`config.mk`:
```
export PLATFORM = sky130hd
export DESIGN_NAME = pipe_stall_ctrl
export DESIGN_NICKNAME = d
export VERILOG_FILES = /design/src/rtl/wisc_pipe_pkg.sv /design/src/rtl/sat_counter.sv /design/src/rtl/pipe_stall_ctrl.sv
export SDC_FILE = /design/constraint.sdc
export NUM_CORES = 1
export LEC_CHECK = 0
export CAP_MARGIN = 15
export CORE_MARGIN = 3
export CORE_UTILIZATION = 44
export DETAILED_ROUTE_END_ITERATION = 8
export PLACE_DENSITY = 0.81
export SYNTH_ARGS = -nofsm -noshare
export SYNTH_HDL_FRONTEND = slang
export SYNTH_SLANG_ARGS = --single-unit
export TNS_END_PERCENT = 100
```
`constraint.sdc`:
```
create_clock -name clk -period 2.7 [get_ports clk]
set_clock_uncertainty 0.2 [all_clocks]
set_input_delay 0.27 -clock clk [delete_from_list [all_inputs] [get_ports clk]]
set_output_delay 0.27 -clock clk [all_outputs]
set_load 0.02 [all_outputs]
```
`src/rtl/wisc_pipe_pkg.sv`:
```
// wisc_pipe_pkg: shared pipeline-control types and constants.
// rev 1.0
`default_nettype none

package wisc_pipe_pkg;
  localparam int REG_ADDR_W = 4;

  typedef enum logic [1:0] {
    RUN   = 2'd0,
    IWAIT = 2'd1,
    DWAIT = 2'd2,
    HALT  = 2'd3
  } state_e;
endpackage

`default_nettype wire

```
`src/rtl/sat_counter.sv`:
```
// sat_counter: up-counter that sticks at all-ones instead of wrapping.
// rev 1.0
`default_nettype none

module sat_counter #(
  parameter int W = 16
) (
  input  logic         clk,
  input  logic         rst_n,
  input  logic         inc,
  output logic [W-1:0] count
);

  always_ff @(posedge clk or negedge rst_n) begin
    if (!rst_n) begin
      count <= '0;
    end else if (inc && (count != {W{1'b1}})) begin
      count <= count + W'(1);
    end
  end

endmodule

`default_nettype wire

```
`src/rtl/pipe_stall_ctrl.sv`:
```
// pipe_stall_ctrl: hazard/miss/halt stall and flush control with performance counters.
// rev 1.0
`default_nettype none

module pipe_stall_ctrl
  import wisc_pipe_pkg::*;
#(
  parameter int CNT_W = 16
) (
  input  logic                  clk,
  input  logic                  rst_n,
  input  logic [REG_ADDR_W-1:0] ifid_rs,
  input  logic [REG_ADDR_W-1:0] ifid_rt,
  input  logic                  ifid_use_rs,
  input  logic                  ifid_use_rt,
  input  logic                  idex_mem_read,
  input  logic [REG_ADDR_W-1:0] idex_dst,
  input  logic                  imiss,
  input  logic                  dmiss,
  input  logic                  hlt_wb,
  output logic                  pc_stall,
  output logic                  ifid_stall,
  output logic                  idex_stall,
  output logic                  exmem_stall,
  output logic                  memwb_stall,
  output logic                  idex_flush,
  output logic                  halted,
  output logic [CNT_W-1:0]      stall_cycles,
  output logic [CNT_W-1:0]      imiss_cnt,
  output logic [CNT_W-1:0]      dmiss_cnt
);

  state_e state;
  logic   load_use;
  logic   halt_now;
  logic   enter_iwait;
  logic   enter_dwait;
  logic   stall_inc;

  assign load_use = idex_mem_read && (idex_dst != '0) &&
                    ((ifid_use_rs && (ifid_rs == idex_dst)) ||
                     (ifid_use_rt && (ifid_rt == idex_dst)));

  assign halt_now = (state == HALT) || hlt_wb;

  always_ff @(posedge clk or negedge rst_n) begin
    if (!rst_n) begin
      state <= RUN;
    end else if (state != HALT) begin
      if (hlt_wb)      state <= HALT;
      else if (dmiss)  state <= DWAIT;
      else if (imiss)  state <= IWAIT;
      else             state <= RUN;
    end
  end

  // Outputs react to inputs in the same cycle; only HALT needs remembered state.
  always_comb begin
    pc_stall    = 1'b0;
    ifid_stall  = 1'b0;
    idex_stall  = 1'b0;
    exmem_stall = 1'b0;
    memwb_stall = 1'b0;
    idex_flush  = 1'b0;
    halted      = halt_now;
    if (halt_now || dmiss) begin
      pc_stall    = 1'b1;
      ifid_stall  = 1'b1;
      idex_stall  = 1'b1;
      exmem_stall = 1'b1;
      memwb_stall = 1'b1;
    end else if (imiss || load_use) begin
      pc_stall    = 1'b1;
      ifid_stall  = 1'b1;
      idex_flush  = 1'b1;
    end
  end

  // Miss counters count state entries, so a long miss is one event.
  assign enter_iwait = ((state == RUN) || (state == DWAIT)) && !hlt_wb && !dmiss && imiss;
  assign enter_dwait = ((state == RUN) || (state == IWAIT)) && !hlt_wb && dmiss;
  assign stall_inc   = pc_stall && (state != HALT);

  sat_counter #(.W(CNT_W)) u_stall_cnt (
    .clk   (clk),
    .rst_n (rst_n),
    .inc   (stall_inc),
    .count (stall_cycles)
  );

  sat_counter #(.W(CNT_W)) u_imiss_cnt (
    .clk   (clk),
    .rst_n (rst_n),
    .inc   (enter_iwait),
    .count (imiss_cnt)
  );

  sat_counter #(.W(CNT_W)) u_dmiss_cnt (
    .clk   (clk),
    .rst_n (rst_n),
    .inc   (enter_dwait),
    .count (dmiss_cnt)
  );

endmodule

`default_nettype wire

```
# Yosys cells after proc, flatten, opt, wreduce, memory -nomap -nowiden
# Cells that the tools add are included.
# totals
wordCells	46
inputBits	20
regBits	50
# op_classes
n_eq_ne	9
addsub	3
n_reduce_logical	23
mux	7
# op_table
operator	n
$add A16 B1 Y16 const B	3
$ne A16 B16 Y1 const B	3
$logic_and A1 B1 Y1	13
$eq A4 B4 Y1	2
$logic_or A1 B1 Y1	6
$mux W1	5
$eq A2 B2 Y1 const B	2
$mux W2	2
$reduce_bool A4 Y1	1
$eq A2 B1 Y1 const B	1
$logic_not A1 Y1	2
$logic_not A2 Y1	1
$ne A2 B2 Y1 const B	1

# Depth between registers and ports, before layout
# logic_depth
ltp_word	9
depth_mapped	7
ltp_nobuf	7

# Cells and area by module
# A second synthesis with hierarchy kept.
# hier_totals
hier_cells	248
hier_area_um2	2840.2
# by_module_without_submodules
mod	cells_each	area_each_um2	instances
sat_counter	72	859.6	3
pipe_stall_ctrl	32	261.5	1

# Worst setup path after synthesis
# OpenSTA, ideal clock, no wires.
# synth_timing
path_kind	register -> output
startpoint	register state[0]
endpoint	output port pc_stall
arrival_ns	2.121
stages_incl_launch_ff	7
path_slack_ns	0.109
cell_sequence	dfrtp_1 and2_0 or3_1 nor4_2 buf_2 inv_1 buf_4
# synth_via
elab_chain_cells	4
# synth_rtl
element	line	rtl
start, declared	pipe_stall_ctrl.sv:33	state_e state;
start signal, assigned	pipe_stall_ctrl.sv:48	state <= RUN;
start signal, assigned	pipe_stall_ctrl.sv:50	if (hlt_wb) state <= HALT;
start signal, assigned	pipe_stall_ctrl.sv:51	else if (dmiss) state <= DWAIT;
$eq A2 B2 Y1	pipe_stall_ctrl.sv:44	assign halt_now = (state == HALT) || hlt_wb;
$logic_or A1 B1 Y1	pipe_stall_ctrl.sv:44	
$logic_or A1 B1 Y1	pipe_stall_ctrl.sv:66	if (halt_now || dmiss) begin
$mux W1	--	
end, declared	pipe_stall_ctrl.sv:21	output logic pc_stall,
# Every way passes these cells.

# Worst setup path after layout
# layout_timing
startpoint	input port idex_dst[0]
endpoint	output port pc_stall
# layout_via
elab_chain_cells	7
word_cells_on_any_way	11
# layout_rtl
element	line	rtl
start, declared	pipe_stall_ctrl.sv:17	input logic [REG_ADDR_W-1:0] idex_dst,
$eq A4 B4 Y1 (on tied branches)	pipe_stall_ctrl.sv:41, pipe_stall_ctrl.sv:42	
$logic_and A1 B1 Y1 (on tied branches)	pipe_stall_ctrl.sv:41, pipe_stall_ctrl.sv:42	
$logic_or A1 B1 Y1	pipe_stall_ctrl.sv:41	((ifid_use_rs && (ifid_rs == idex_dst)) ||
$logic_and A1 B1 Y1 *	pipe_stall_ctrl.sv:40	assign load_use = idex_mem_read && (idex_dst != '0) &&
$logic_or A1 B1 Y1 *	pipe_stall_ctrl.sv:72	end else if (imiss || load_use) begin
$mux W1 *	pipe_stall_ctrl.sv:72	
$mux W1 *	pipe_stall_ctrl.sv:66	
# Mark *: on every way between the ends. The rest lies on a longest branch, timed or not.

==> impl_metrics.json <==
{
  "status": "completed",
  "dp.cells": 403,
  "syn_area_um2": 2550,
  "cts_sinks": 50,
  "max_freq_mhz": 388,
  "dp_slack_ps": -112,
  "drtAntennaViolNets": 0,
  "cts_root_buffer": "clkbuf_8",
  "fin_ws_ps": 122,
  "grt_usage_pct": 18.2,
  "vias": 2138,
  "slew_violations": 0,
  "synth_top_area_share_pct": 49.1,
  "synthTopCellsByCount": "50 x dfrtp_1, 28 x nand2_1, 26 x xor2_1, 20 x nand3_1, 20 x xnor2_1",
  "antennaDiodeCount": 0,
  "final_cells": 412,
  "die_x_um": 82.1,
  "rsz0062_at_grt": "no",
  "gp_congestion": 0.817,
  "grt_pass1_vias": 2094,
  "post-route-drc-count": 0,
  "cts_setup_buffers": 0,
  "wl_met1_um": 2520,
  "path_cells": "clkdlybuf4s50_1, o41a_1, nand3_1, nor4_1, buf_4, nor4_2, inv_1, dlygate4sd2_1",
  "cp-start-kind": "primary input",
  "cp_max_fo": 2,
  "maxSlewHeadroom_pct": 66.0,
  "row_count": 27,
  "netlist_instances": 248,
  "grt_max_degree": 30,
  "io_buffers": 74,
  "dpl_cell_area_um2": 3450,
  "die_area_um2": 6740,
  "cp.required_ps": 2230,
  "cts_buffers": 5,
  "r2r_start": "state[0]$_DFFE_PN0N_",
  "arrival_ps": 2110,
  "synth_area_per_cell_um2": 10.3,
  "worst_path_max_delay_cell": "o41a_1",
  "hp-class": "primary input to async pin",
  "clk_path_buf_depth": 2,
  "hold_slack_ps": 264,
  "synth.distinct_cells": 37,
  "syn_nets": 271,
  "final_area_um2": 3570,
  "yosysMostFrequentCell": "dfrtp_1",
  "critPathMaxStageDelay_ps": 450,
  "hold_violations": 0,
  "core_area_um2": 5540,
  "yosys_warnings": 0,
  "worst_setup_path_end_kind": "primary output",
  "fin_crit_ps": 2580,
  "dp_hpwl_um": 4460,
  "ir_worst_vdd_mv": 0.341,
  "ys.flop_type": "dfrtp_1",
  "fin_crit_sh_pct": 95.5,
  "grt_pass1_wl_um": 9570,
  "worst_slew_pin_slew_ps": 511,
  "nets": 362,
  "ctsHtreeMaxLevel": 2,
  "drv_cap": 0,
  "criticalPathCategory": "primary input to primary output",
  "yosys-top-cells-area": "dfrtp_1 49%, xor2_1 8.9%, xnor2_1 6.9%",
  "ys_seq_elements": 50,
  "synth_edf_count": 0,
  "leakagePower_nw": 1.50,
  "wl_met3_um": 245,
  "ys_async_sr_fraction_pct": 100,
  "insertion_delay_ps": 300,
  "via_per_inst": 5.19,
  "synthToLayoutAreaGrowth_pct": 40.2,
  "ios": 75,
  "yosysTopAreaCell": "dfrtp_1",
  "power_density_nw_per_um2": 423,
  "drt_iter0_drc": 74,
  "top_layer": "met4",
  "cp-startpoint": "idex_dst[0]",
  "initial_core_util_pct": 46.0,
  "first_pass_iters": 4,
  "ys_seq_area_share_pct": 49.1,
  "wl_um": 5780,
  "tritoncts": "yes",
  "final_layout_size_suffix_gt1_share_pct": 11.2,
  "tns_ps": 0,
  "grt_antenna_before_repair": 0,
  "path_clk_slew_ps": 90,
  "die_h_um": 82.1,
  "report.final.setup_viol": 0,
  "met2WireLength_um": 2950,
  "wl_per_cell_um": 14.0,
  "grt_overflow": 0
}
-- per-layer routing --
metal / vias up / global-route usage (%)
met3: 4 / 4.01
met1: 1038 / 22.5
met2: 46 / 32.1
li1: 1050 / -
met5: - / 0
met4: 0 / 4.65
-- report_power, final --
| part | internal (W) | switching (W) | leakage (nW) |
|---|---|---|---|
| Sequential | 0.000770 | 0.0000292 | 0.642 |
| Clock | 0.000278 | 0.000249 | 0.0585 |
| Combinational | 0.0000962 | 0.0000901 | 0.801 |
-- worst paths after layout --
check | end | slack, ps | cells past startpoint
setup reg to reg | u_imiss_cnt.count[15]$_DFFE_PN0P_ | 350 | 5
hold reg to reg | u_stall_cnt.count[4]$_DFFE_PN0P_ | 300 | 1
max in group asynchronous | u_dmiss_cnt.count[9]$_DFFE_PN0P_ | 1290 | 3
setup / recovery | pc_stall | 120 | 8
min in group clk | u_stall_cnt.count[4]$_DFFE_PN0P_ | 300 | 1
hold / removal | u_imiss_cnt.count[10]$_DFFE_PN0P_ | 260 | 2
-- flip-flops by register name, indices dropped and copies added (netlist names) --
signal             count
state                  2
u_dmiss_cnt.count     16
u_stall_cnt.count     16
u_imiss_cnt.count     16
-- critical path, delay by kind of cell --
kind	cells	cell delay (ps)
compound gates	1	450
simple gates	3	340
buf+inv	4	1050
-- final cells by class --
cell class,instances,area [um^2]
inverters,5,18.8
clock inverters,3,43.8
flip-flops and latches,50,1250
clock buffers,5,68.8
multi-input cells,188,1250
repair buffers,89,847
fillers,474,1970
well taps,72,90.1
-- cells in the final DEF (no fill, tap or decap), drive strengths merged, types with 2 or more instances in the layout --
master	synthesis	final
clkdlybuf4s50	0	70
dfrtp	50	50
nand2	28	28
xor2	26	26
xnor2	20	20
nand3	20	20
nor2	18	18
buf	4	15
nand4	13	13
nor3	9	9
mux2	8	8
and3	7	7
or3	7	7
nor4	7	7
inv	5	6
clkbuf	1	5
nand2b	3	3
ha	3	3
dlygate4sd2	0	3
or2	2	2
and4	2	2
nor4b	2	2
and2	2	2
or4b	2	2
-- stage by stage --
stage	util [%]	power, W
after floorplan	-	0.000883
after CTS	64.5	0.00153
final	64.5	0.00151
after global placement	62.2	0.000995
after detailed placement	62.2	0.000998
after global routing	64.5	0.00158
-- what timing repair did --
item	4_1_cts	5_1_grt
hold buffers	1	0
resized for setup	4	0
setup endpoints to repair	3	0
hold endpoints to repair	21	0
-- cell families (layout without fill, tap and decap cells) --
group / Yosys count / in the layout / synth area share (%)
buffers and inverters: 10 / 102 / 1.96
and+or+nand+nor: 124 / 124 / 25.9
muxes: 8 / 8 / 3.53
AOI/OAI and AO/OA: 7 / 7 / 2.21
DFF: 50 / 50 / 49.1
adders and majority gates: 3 / 3 / 1.47
xor gates and xnor gates: 46 / 46 / 15.8
Power figures use the tool's default switching activity.
